==> config.mk <==
export PLATFORM = sky130hd
export DESIGN_NAME = clock_ratio_monitor
export DESIGN_NICKNAME = d
export VERILOG_FILES = /design/src/rtl/clock_ratio_pkg.sv /design/src/rtl/clock_ratio_edge_det.sv /design/src/rtl/clock_ratio_monitor.sv
export SDC_FILE = /design/constraint.sdc
export NUM_CORES = 1
export LEC_CHECK = 0
export CAP_MARGIN = 0
export CORE_MARGIN = 1
export CORE_UTILIZATION = 54
export CTS_CLUSTER_DIAMETER = 30
export CTS_CLUSTER_SIZE = 24
export DETAILED_ROUTE_END_ITERATION = 10
export PLACE_DENSITY_LB_ADDON = 0.2
export SYNTH_ARGS = -nofsm -noshare
export SYNTH_HDL_FRONTEND = slang
export SYNTH_HIERARCHICAL = 1
export SYNTH_SLANG_ARGS = --single-unit
export TNS_END_PERCENT = 5
==> constraint.sdc <==
create_clock -name clk -period 1.9 [get_ports clk]
set_input_delay 0.285 -clock clk [delete_from_list [all_inputs] [get_ports clk]]
set_output_delay 0.285 -clock clk [all_outputs]
set_load 0.005 [all_outputs]
==> src/rtl/clock_ratio_pkg.sv <==
// Shared types and helpers for the clock ratio monitor.
// Holds the FSM state encoding, default counter width and a saturating increment.
package clock_ratio_pkg;

   typedef enum logic [1:0] {
      IDLE    = 2'd0,
      MEASURE = 2'd1,
      TRACK   = 2'd2
   } state_t;

   localparam int DEFAULT_CNT_W = 8;
   localparam int MATCH_W       = 4;

   function automatic logic [31:0] sat_inc(input logic [31:0] value, input logic [31:0] max);
      if (value >= max) begin
         return max;
      end
      return value + 32'd1;
   endfunction

endpackage

==> src/rtl/clock_ratio_edge_det.sv <==
// Registers the already clk-synchronous sig_in once and flags its rising and falling edges.
module clock_ratio_edge_det (
   input  logic clk,
   input  logic rst,
   input  logic sig_in,
   output logic rise,
   output logic fall
);

   logic sig_q;
   logic sig_d;

   always_comb begin
      sig_d = sig_in;
   end

   always_ff @(posedge clk) begin
      if (rst) begin
         sig_q <= 1'b0;
      end else begin
         sig_q <= sig_d;
      end
   end

   assign rise = sig_in & ~sig_q;
   assign fall = ~sig_in & sig_q;

endmodule

==> src/rtl/clock_ratio_monitor.sv <==
// Measures period/high/low time of a slow signal in clk cycles, tracks lock and flags errors.
// Optional duty-cycle qualification of lock: define CLOCK_RATIO_MONITOR_DUTY_CHECK_EN.
module clock_ratio_monitor
   import clock_ratio_pkg::*;
#(
   parameter int CNT_W      = DEFAULT_CNT_W,
   parameter int LOCK_COUNT = 2
) (
   input  logic             clk,
   input  logic             rst,
   input  logic             sig_in,
   output logic [CNT_W-1:0] period,
   output logic [CNT_W-1:0] high_time,
   output logic [CNT_W-1:0] low_time,
   output logic             meas_valid,
   output logic             locked,
   output logic             err_timeout,
   output logic             err_mismatch
`ifdef CLOCK_RATIO_MONITOR_DUTY_CHECK_EN
   ,
   output logic             duty_ok
`endif
);

   localparam logic [CNT_W-1:0]   CNT_MAX    = '1;
   localparam logic [CNT_W-1:0]   CNT_ONE    = CNT_W'(1);
   localparam logic [MATCH_W-1:0] LOCK_MATCH = MATCH_W'(LOCK_COUNT);

   logic rise;
   logic fall;

   state_t state_q, state_d;

   logic [CNT_W-1:0]   cnt_per_q, cnt_per_d;
   logic [CNT_W-1:0]   cnt_hi_q, cnt_hi_d;
   logic [CNT_W-1:0]   cnt_lo_q, cnt_lo_d;
   logic [CNT_W-1:0]   period_q, period_d;
   logic [CNT_W-1:0]   high_time_q, high_time_d;
   logic [CNT_W-1:0]   low_time_q, low_time_d;
   logic [MATCH_W-1:0] match_cnt_q, match_cnt_d;
   logic               meas_valid_q, meas_valid_d;
   logic               locked_q, locked_d;
   logic               err_timeout_q, err_timeout_d;
   logic               err_mismatch_q, err_mismatch_d;

   logic timeout;
   logic same_period;
   logic duty_gate;

   clock_ratio_edge_det u_edge_det (
      .clk    (clk),
      .rst    (rst),
      .sig_in (sig_in),
      .rise   (rise),
      .fall   (fall)
   );

   // A rise coinciding with counter saturation is a valid edge, never a timeout.
   assign timeout     = (state_q != IDLE) && !rise && (cnt_per_q == CNT_MAX);
   assign same_period = (cnt_per_q == period_q);

`ifdef CLOCK_RATIO_MONITOR_DUTY_CHECK_EN
   logic             duty_ok_q, duty_ok_d;
   logic [CNT_W-1:0] hl_diff;
   logic             duty_now;

   assign hl_diff   = (cnt_hi_q >= cnt_lo_q) ? (cnt_hi_q - cnt_lo_q) : (cnt_lo_q - cnt_hi_q);
   assign duty_now  = (hl_diff <= CNT_ONE);
   assign duty_gate = duty_ok_q;
   assign duty_ok   = duty_ok_q;
`else
   assign duty_gate = 1'b1;
`endif

   always_comb begin
      cnt_per_d = rise ? CNT_ONE : CNT_W'(sat_inc(32'(cnt_per_q), 32'(CNT_MAX)));

      cnt_hi_d = cnt_hi_q;
      if (rise) begin
         cnt_hi_d = CNT_ONE;
      end else if (sig_in) begin
         cnt_hi_d = CNT_W'(sat_inc(32'(cnt_hi_q), 32'(CNT_MAX)));
      end

      cnt_lo_d = cnt_lo_q;
      if (fall) begin
         cnt_lo_d = CNT_ONE;
      end else if (!sig_in) begin
         cnt_lo_d = CNT_W'(sat_inc(32'(cnt_lo_q), 32'(CNT_MAX)));
      end
   end

   always_comb begin
      state_d = state_q;
      case (state_q)
         IDLE: begin
            if (rise) begin
               state_d = MEASURE;
            end
         end
         MEASURE: begin
            if (rise) begin
               state_d = TRACK;
            end else if (timeout) begin
               state_d = IDLE;
            end
         end
         TRACK: begin
            if (timeout) begin
               state_d = IDLE;
            end
         end
         default: state_d = IDLE;
      endcase
   end

   always_comb begin
      period_d       = period_q;
      high_time_d    = high_time_q;
      low_time_d     = low_time_q;
      match_cnt_d    = match_cnt_q;
      locked_d       = locked_q;
      meas_valid_d   = 1'b0;
      err_timeout_d  = 1'b0;
      err_mismatch_d = 1'b0;
`ifdef CLOCK_RATIO_MONITOR_DUTY_CHECK_EN
      duty_ok_d      = duty_ok_q;
`endif

      if (rise && (state_q != IDLE)) begin
         period_d     = cnt_per_q;
         high_time_d  = cnt_hi_q;
         low_time_d   = cnt_lo_q;
         meas_valid_d = 1'b1;
`ifdef CLOCK_RATIO_MONITOR_DUTY_CHECK_EN
         duty_ok_d    = duty_now;
`endif
      end

      case (state_q)
         MEASURE: begin
            if (rise) begin
               match_cnt_d = MATCH_W'(1);
            end
         end
         TRACK: begin
            if (rise && !same_period) begin
               match_cnt_d = MATCH_W'(1);
               if (locked_q) begin
                  locked_d       = 1'b0;
                  err_mismatch_d = 1'b1;
               end
            end else begin
               if (rise) begin
                  match_cnt_d = MATCH_W'(sat_inc(32'(match_cnt_q), 32'(LOCK_COUNT)));
               end
               // Lock follows the registered match count, so it lands one cycle later.
               if ((match_cnt_q == LOCK_MATCH) && duty_gate) begin
                  locked_d = 1'b1;
               end else if (!duty_gate) begin
                  locked_d = 1'b0;
               end
            end
         end
         default: ;
      endcase

      if (timeout) begin
         locked_d      = 1'b0;
         match_cnt_d   = '0;
         err_timeout_d = 1'b1;
      end
   end

   always_ff @(posedge clk) begin
      if (rst) begin
         state_q        <= IDLE;
         cnt_per_q      <= '0;
         cnt_hi_q       <= '0;
         cnt_lo_q       <= '0;
         period_q       <= '0;
         high_time_q    <= '0;
         low_time_q     <= '0;
         match_cnt_q    <= '0;
         meas_valid_q   <= 1'b0;
         locked_q       <= 1'b0;
         err_timeout_q  <= 1'b0;
         err_mismatch_q <= 1'b0;
`ifdef CLOCK_RATIO_MONITOR_DUTY_CHECK_EN
         duty_ok_q      <= 1'b0;
`endif
      end else begin
         state_q        <= state_d;
         cnt_per_q      <= cnt_per_d;
         cnt_hi_q       <= cnt_hi_d;
         cnt_lo_q       <= cnt_lo_d;
         period_q       <= period_d;
         high_time_q    <= high_time_d;
         low_time_q     <= low_time_d;
         match_cnt_q    <= match_cnt_d;
         meas_valid_q   <= meas_valid_d;
         locked_q       <= locked_d;
         err_timeout_q  <= err_timeout_d;
         err_mismatch_q <= err_mismatch_d;
`ifdef CLOCK_RATIO_MONITOR_DUTY_CHECK_EN
         duty_ok_q      <= duty_ok_d;
`endif
      end
   end

   assign period       = period_q;
   assign high_time    = high_time_q;
   assign low_time     = low_time_q;
   assign meas_valid   = meas_valid_q;
   assign locked       = locked_q;
   assign err_timeout  = err_timeout_q;
   assign err_mismatch = err_mismatch_q;

endmodule

Yosys cells after proc, flatten, opt, wreduce, memory -nomap -nowiden
Cells that the tools add are included.
{"block": "totals", "wordCells": 93, "reg_bits": 59, "in_bits": 3}
{"block": "op_classes", "mux": 37, "reduce_logical": 17, "bitwise": 6, "magnitude_cmp": 4, "eq_ne": 9, "add_sub_neg": 4}
{"operator": "$mux W8", "count": 6}
{"operator": "$add A8 B1 Y8 const B", "count": 3}
{"operator": "$ge A8 B8 Y1 const B", "count": 3}
{"operator": "$mux W1", "count": 21}
{"operator": "$mux W4", "count": 5}
{"operator": "$eq A8 B8 Y1", "count": 1}
{"operator": "$eq A8 B8 Y1 const B", "count": 1}
{"operator": "$pmux W4 S2", "count": 1}
{"operator": "$reduce_bool A2 Y1", "count": 4}
{"operator": "$mux W2", "count": 3}
{"operator": "$pmux W2 S3", "count": 1}
{"operator": "$reduce_or A2 Y1", "count": 3}
{"operator": "$add A4 B1 Y4 const B", "count": 1}
{"operator": "$eq A4 B2 Y1 const B", "count": 1}
{"operator": "$ge A4 B2 Y1 const B", "count": 1}
{"operator": "$logic_and A1 B1 Y1", "count": 4}
{"operator": "$ne A2 B2 Y1 const B", "count": 2}
{"operator": "$not A1 Y1", "count": 4}
{"operator": "$ne A3 B3 Y1 const B", "count": 1}
{"operator": "$reduce_and A3 Y1", "count": 1}
{"operator": "$reduce_or A3 Y1", "count": 1}
{"operator": "$and A1 B1 Y1", "count": 2}
{"operator": "$eq A2 B1 Y1 const B", "count": 1}
{"operator": "$eq A2 B2 Y1 const B", "count": 1}
{"operator": "4 further kinds", "count": 5}

Depth between registers and ports, before layout
{"block": "depth", "depth_word": 9, "depth_mapped": 7, "ltp_nobuf": 6}

Cells and area by module
Netlist, hierarchy kept.
{"module": "clock_ratio_monitor", "cells_per_inst": 236, "instances": 1, "area_per_inst_um2": 2357.3}
{"module": "clock_ratio_edge_det", "cells_per_inst": 4, "instances": 1, "area_per_inst_um2": 38.8}

Worst setup path before layout
No wires, ideal clock.
{"block": "synth_path", "path_kind": "reg2reg", "startpoint": "register cnt_per_q[0]", "endpoint": "register match_cnt_q[1]", "path_stages_with_launch": 7, "synth_period_minus_slack_ns": 1.570, "setup_slack_ns": 0.330, "path_buffers": 1, "t_arrival_ns": 1.441, "required_ns": 1.771, "path_cell_list": "dfxtp_1 ha_1 nand4_4 or2_1 buf_6 o311ai_4 o22ai_1"}
{"block": "synth_via", "elab_chain_cells": 5, "word_cells_on_any_way": 10, "cone_classes": "eq/ne: 3; mux: 2; reduce/logical: 5"}
{"element": "start: declaration", "line_no": "clock_ratio_monitor.sv:34", "text": "logic [CNT_W-1:0] cnt_per_q, cnt_per_d;"}
{"element": "start signal: assignment", "line_no": "clock_ratio_monitor.sv:194", "text": "cnt_per_q <= cnt_per_d;"}
{"element": "$eq A8 B8 Y1", "line_no": "clock_ratio_monitor.sv:60", "text": "assign same_period = (cnt_per_q == period_q);"}
{"element": "$logic_not A1 Y1", "line_no": "clock_ratio_monitor.sv:147", "text": "if (rise && !same_period) begin"}
{"element": "$logic_and A1 B1 Y1", "line_no": "clock_ratio_monitor.sv:147"}
{"element": "$ne A3 B3 Y1 (no source line) / $mux W4 (equally long branches)"}
{"element": "$reduce_and A3 Y1 (no source line) / $pmux W4 S2 (equally long branches)"}
{"element": "end signal: assignment", "line_no": "clock_ratio_monitor.sv:200", "text": "match_cnt_q <= match_cnt_d;"}
{"element": "end: declaration", "line_no": "clock_ratio_monitor.sv:40", "text": "logic [MATCH_W-1:0] match_cnt_q, match_cnt_d;"}
Parallel ways exist; a longest one is shown, timed or not.
A chain may end at the register's enable or synchronous reset.

Worst setup path after layout
{"block": "layout_path", "startpoint": "register cnt_per_q[4]", "endpoint": "register match_cnt_q[0]"}
Same word-level chain as after synthesis.

==> metrics.txt <==
status complete, no violations; Die X 68.6 um; met1 Use GR 31.9%; number of global-route vias before repair 1789; largest net degree at the start of global routing 24; Die Y-Extent around 70 um; total I/O pin count 31; vias post-DR 1946; maximum VDD drop 786 uV; wire per inst around 16 um; vias per cell around 5.8; First-pass DRT Iterations 5; DP Area between 2000 and 3000 sq um; clock period minus worst slack approximately 1.7 ns; final worst-path cycle share 88.8%; CTS sink cnt 59; CTS tree done; leakage 1.20 nW; GR peak layer met2; Initial Utilization 58.2%; final setup TNS 0 ns; Max Clk Rate 593 MHz; Worst path max stage delay 0.48 ns; Final Hold Viols 0; Post-Synthesis Cells 240; post-synthesis register bit count 59; cell taking the most area after synthesis dfxtp_1; GP Congestion 0.826; final setup fails 0; layout cells sized above 1 12.8%; WP data arrival 1.92 ns; met2 Use GR 39.2%; root buf cell clkbuf_8; number of CTS-inserted buffers 9; Crit-path slowest cell dfxtp_1; Yosys top cell area share just under 50%; Synth warnings 6; Max-Cap Viols 0; sequential-to-total area share from yosys stat 49.3%; Slew Viols, Final 0; Final Util 74.4%; Layout area overhead 27.7%; syn_area_per_cell 9.98 sq um; Placeable Area a little over 4000 sq um; Req. time, crit path 2.13 ns; Iteration-0 DRC Markers 135; Residual DRC 0; met3 Use GR 7.89%; Post-CTS Setup Bufs 0; HP Class reg2reg; Rel. slew slack around 67%; worst-path cell chain xor2_1, nor4_1, nand2_1, o31a_1; row cnt 23; ranking of synthesized cells by area dfxtp_1 (49%), a22o_1 (8.4%), xor2_1 (3.7%); Least-Margin Pin Slew 0.484 ns; Mapped Nets 248; n_diodes 0; r2r setup slk 0.21 ns; Reg clk slew, reported paths 0.07 ns; ANT nets after route 0; Pwr Density between 900 and 1000 nW/um^2; CP delay by family, top simple AND/OR/NAND/NOR gates; Longest Clk Path Bufs 2; RSZ-0062 raised after global routing no; grt ovf 0; CP Buf/Inv Count 0; Worst Skew roughly 0.0057 ns; startpoint types register; Worst Setup Slack, final 0.213 ns; H-Tree Depth 3; first-pass GRT wire length 8.40 mm; Max FO, Critical Path 6; detailed placement HPWL 3.44 mm; die area 4710 sq um; crit path capture type register; initial antenna violation count 0; post-place setup slack ~0.035 ns; design area 3060 sq um; Worst-Skew Late Latency roughly 0.34 ns; final wirelength 5.31 mm; nets 291; CP Class reg2reg; Port Buffers 30; Post-Syn Area roughly 2400 sq um; cts hold-fix bufs 0; cts repair resizes 0; total global-route track usage 25.4%; synth unique cells 43
## tightest hold or removal path: stages (launching register included)
cell	delay, ns
dfxtp_1	0.32
nand2_1	0.06
nor2_1	0.03
## synthesized netlist by cell type (all sizes together)
cell type  instances
o311ai             1
nand4              2
a31oi             10
and2               1
mux2i              4
nand3              6
clkbuf             2
o21a               2
nor4bb             1
nand4b             1
o22ai              1
o31a               1
xor2              10
o21ai              4
or3                3
nand2             14
a211oi             1
or2                2
o41ai              1
nor4               5
nor2              15
nor3               9
buf               10
xnor2              8
or4                1
nand3b             1
nor2b              5
a22o              24
a21oi             17
a21o               1
o2111ai            1
ha                 5
inv                8
a311oi             1
and3               3
dfxtp             59
## report_power, final
group	internal (mW)	switching, mW	leakage, nW
clock	0.868	0.510	0.119
sequential	1.26	0.0245	0.477
combinational	0.0785	0.104	0.602
## cells by family after synthesis
logic type | after synthesis | share of synthesized area [%]
adders and majority gates | 5 | 2.61
muxes | 4 | 1.67
AOI/OAI and AO/OA | 65 | 20.2
and+or+nand+nor | 69 | 15.5
buffers and inverters | 20 | 4.13
xor gates and xnor gates | 18 | 6.58
DFF | 59 | 49.3
## flip-flops by register name (all words and copies together) (netlist names), 2 cells and up
name	cells
cnt_lo_q	8
cnt_per_q	8
state_q	2
match_cnt_q	4
period	8
cnt_hi_q	8
low_time	8
high_time	8
## worst paths after layout
kind,start,end,cells past startpoint
worst max-delay path,cnt_per_q[4]$_SDFF_PP0_,match_cnt_q[0]$_SDFFE_PP0P_,4
worst min-delay path,match_cnt_q[3]$_SDFFE_PP0P_,match_cnt_q[3]$_SDFFE_PP0P_,2
worst max register to register,cnt_per_q[4]$_SDFF_PP0_,match_cnt_q[0]$_SDFFE_PP0P_,4
worst min register to register,match_cnt_q[3]$_SDFFE_PP0P_,match_cnt_q[3]$_SDFFE_PP0P_,2
## final cells by class
class | count | area (sq um)
sequential | 59 | 1180
multi-input combinational | 161 | 1120
fill | 302 | 1050
timing repair buffer | 44 | 430
clock buffer | 9 | 124
clock inverter | 7 | 116
tap | 50 | 62.6
inverter | 8 | 30.0
## cells in the final DEF (no fill, tap or decap), types with 9 or more instances in the layout
cell type / n
a21oi_1: 17
a22o_1: 23
nor2_1: 15
clkdlybuf4s50_1: 30
nand2_1: 14
xor2_1: 10
buf_4: 12
dfxtp_1: 59
a31oi_1: 10
nor3_1: 9
clkbuf_8: 9
## metal layers
metal  routed length, um  up-vias
met5                   0        -
met3                 232       11
met4                  93        0
met1                2490      928
li1                    -      959
met2                2490       48
## metrics by stage
step	instances	hold WS, ns	power [mW]
after detailed placement	322	0.447	1.49
after global placement	322	0.430	1.48
final	338	0.458	2.84
after floorplan	240	0.357	1.42
after global routing	338	0.499	2.95
after CTS	338	0.458	2.86
No activity file was read; power rests on OpenSTA's default activity.
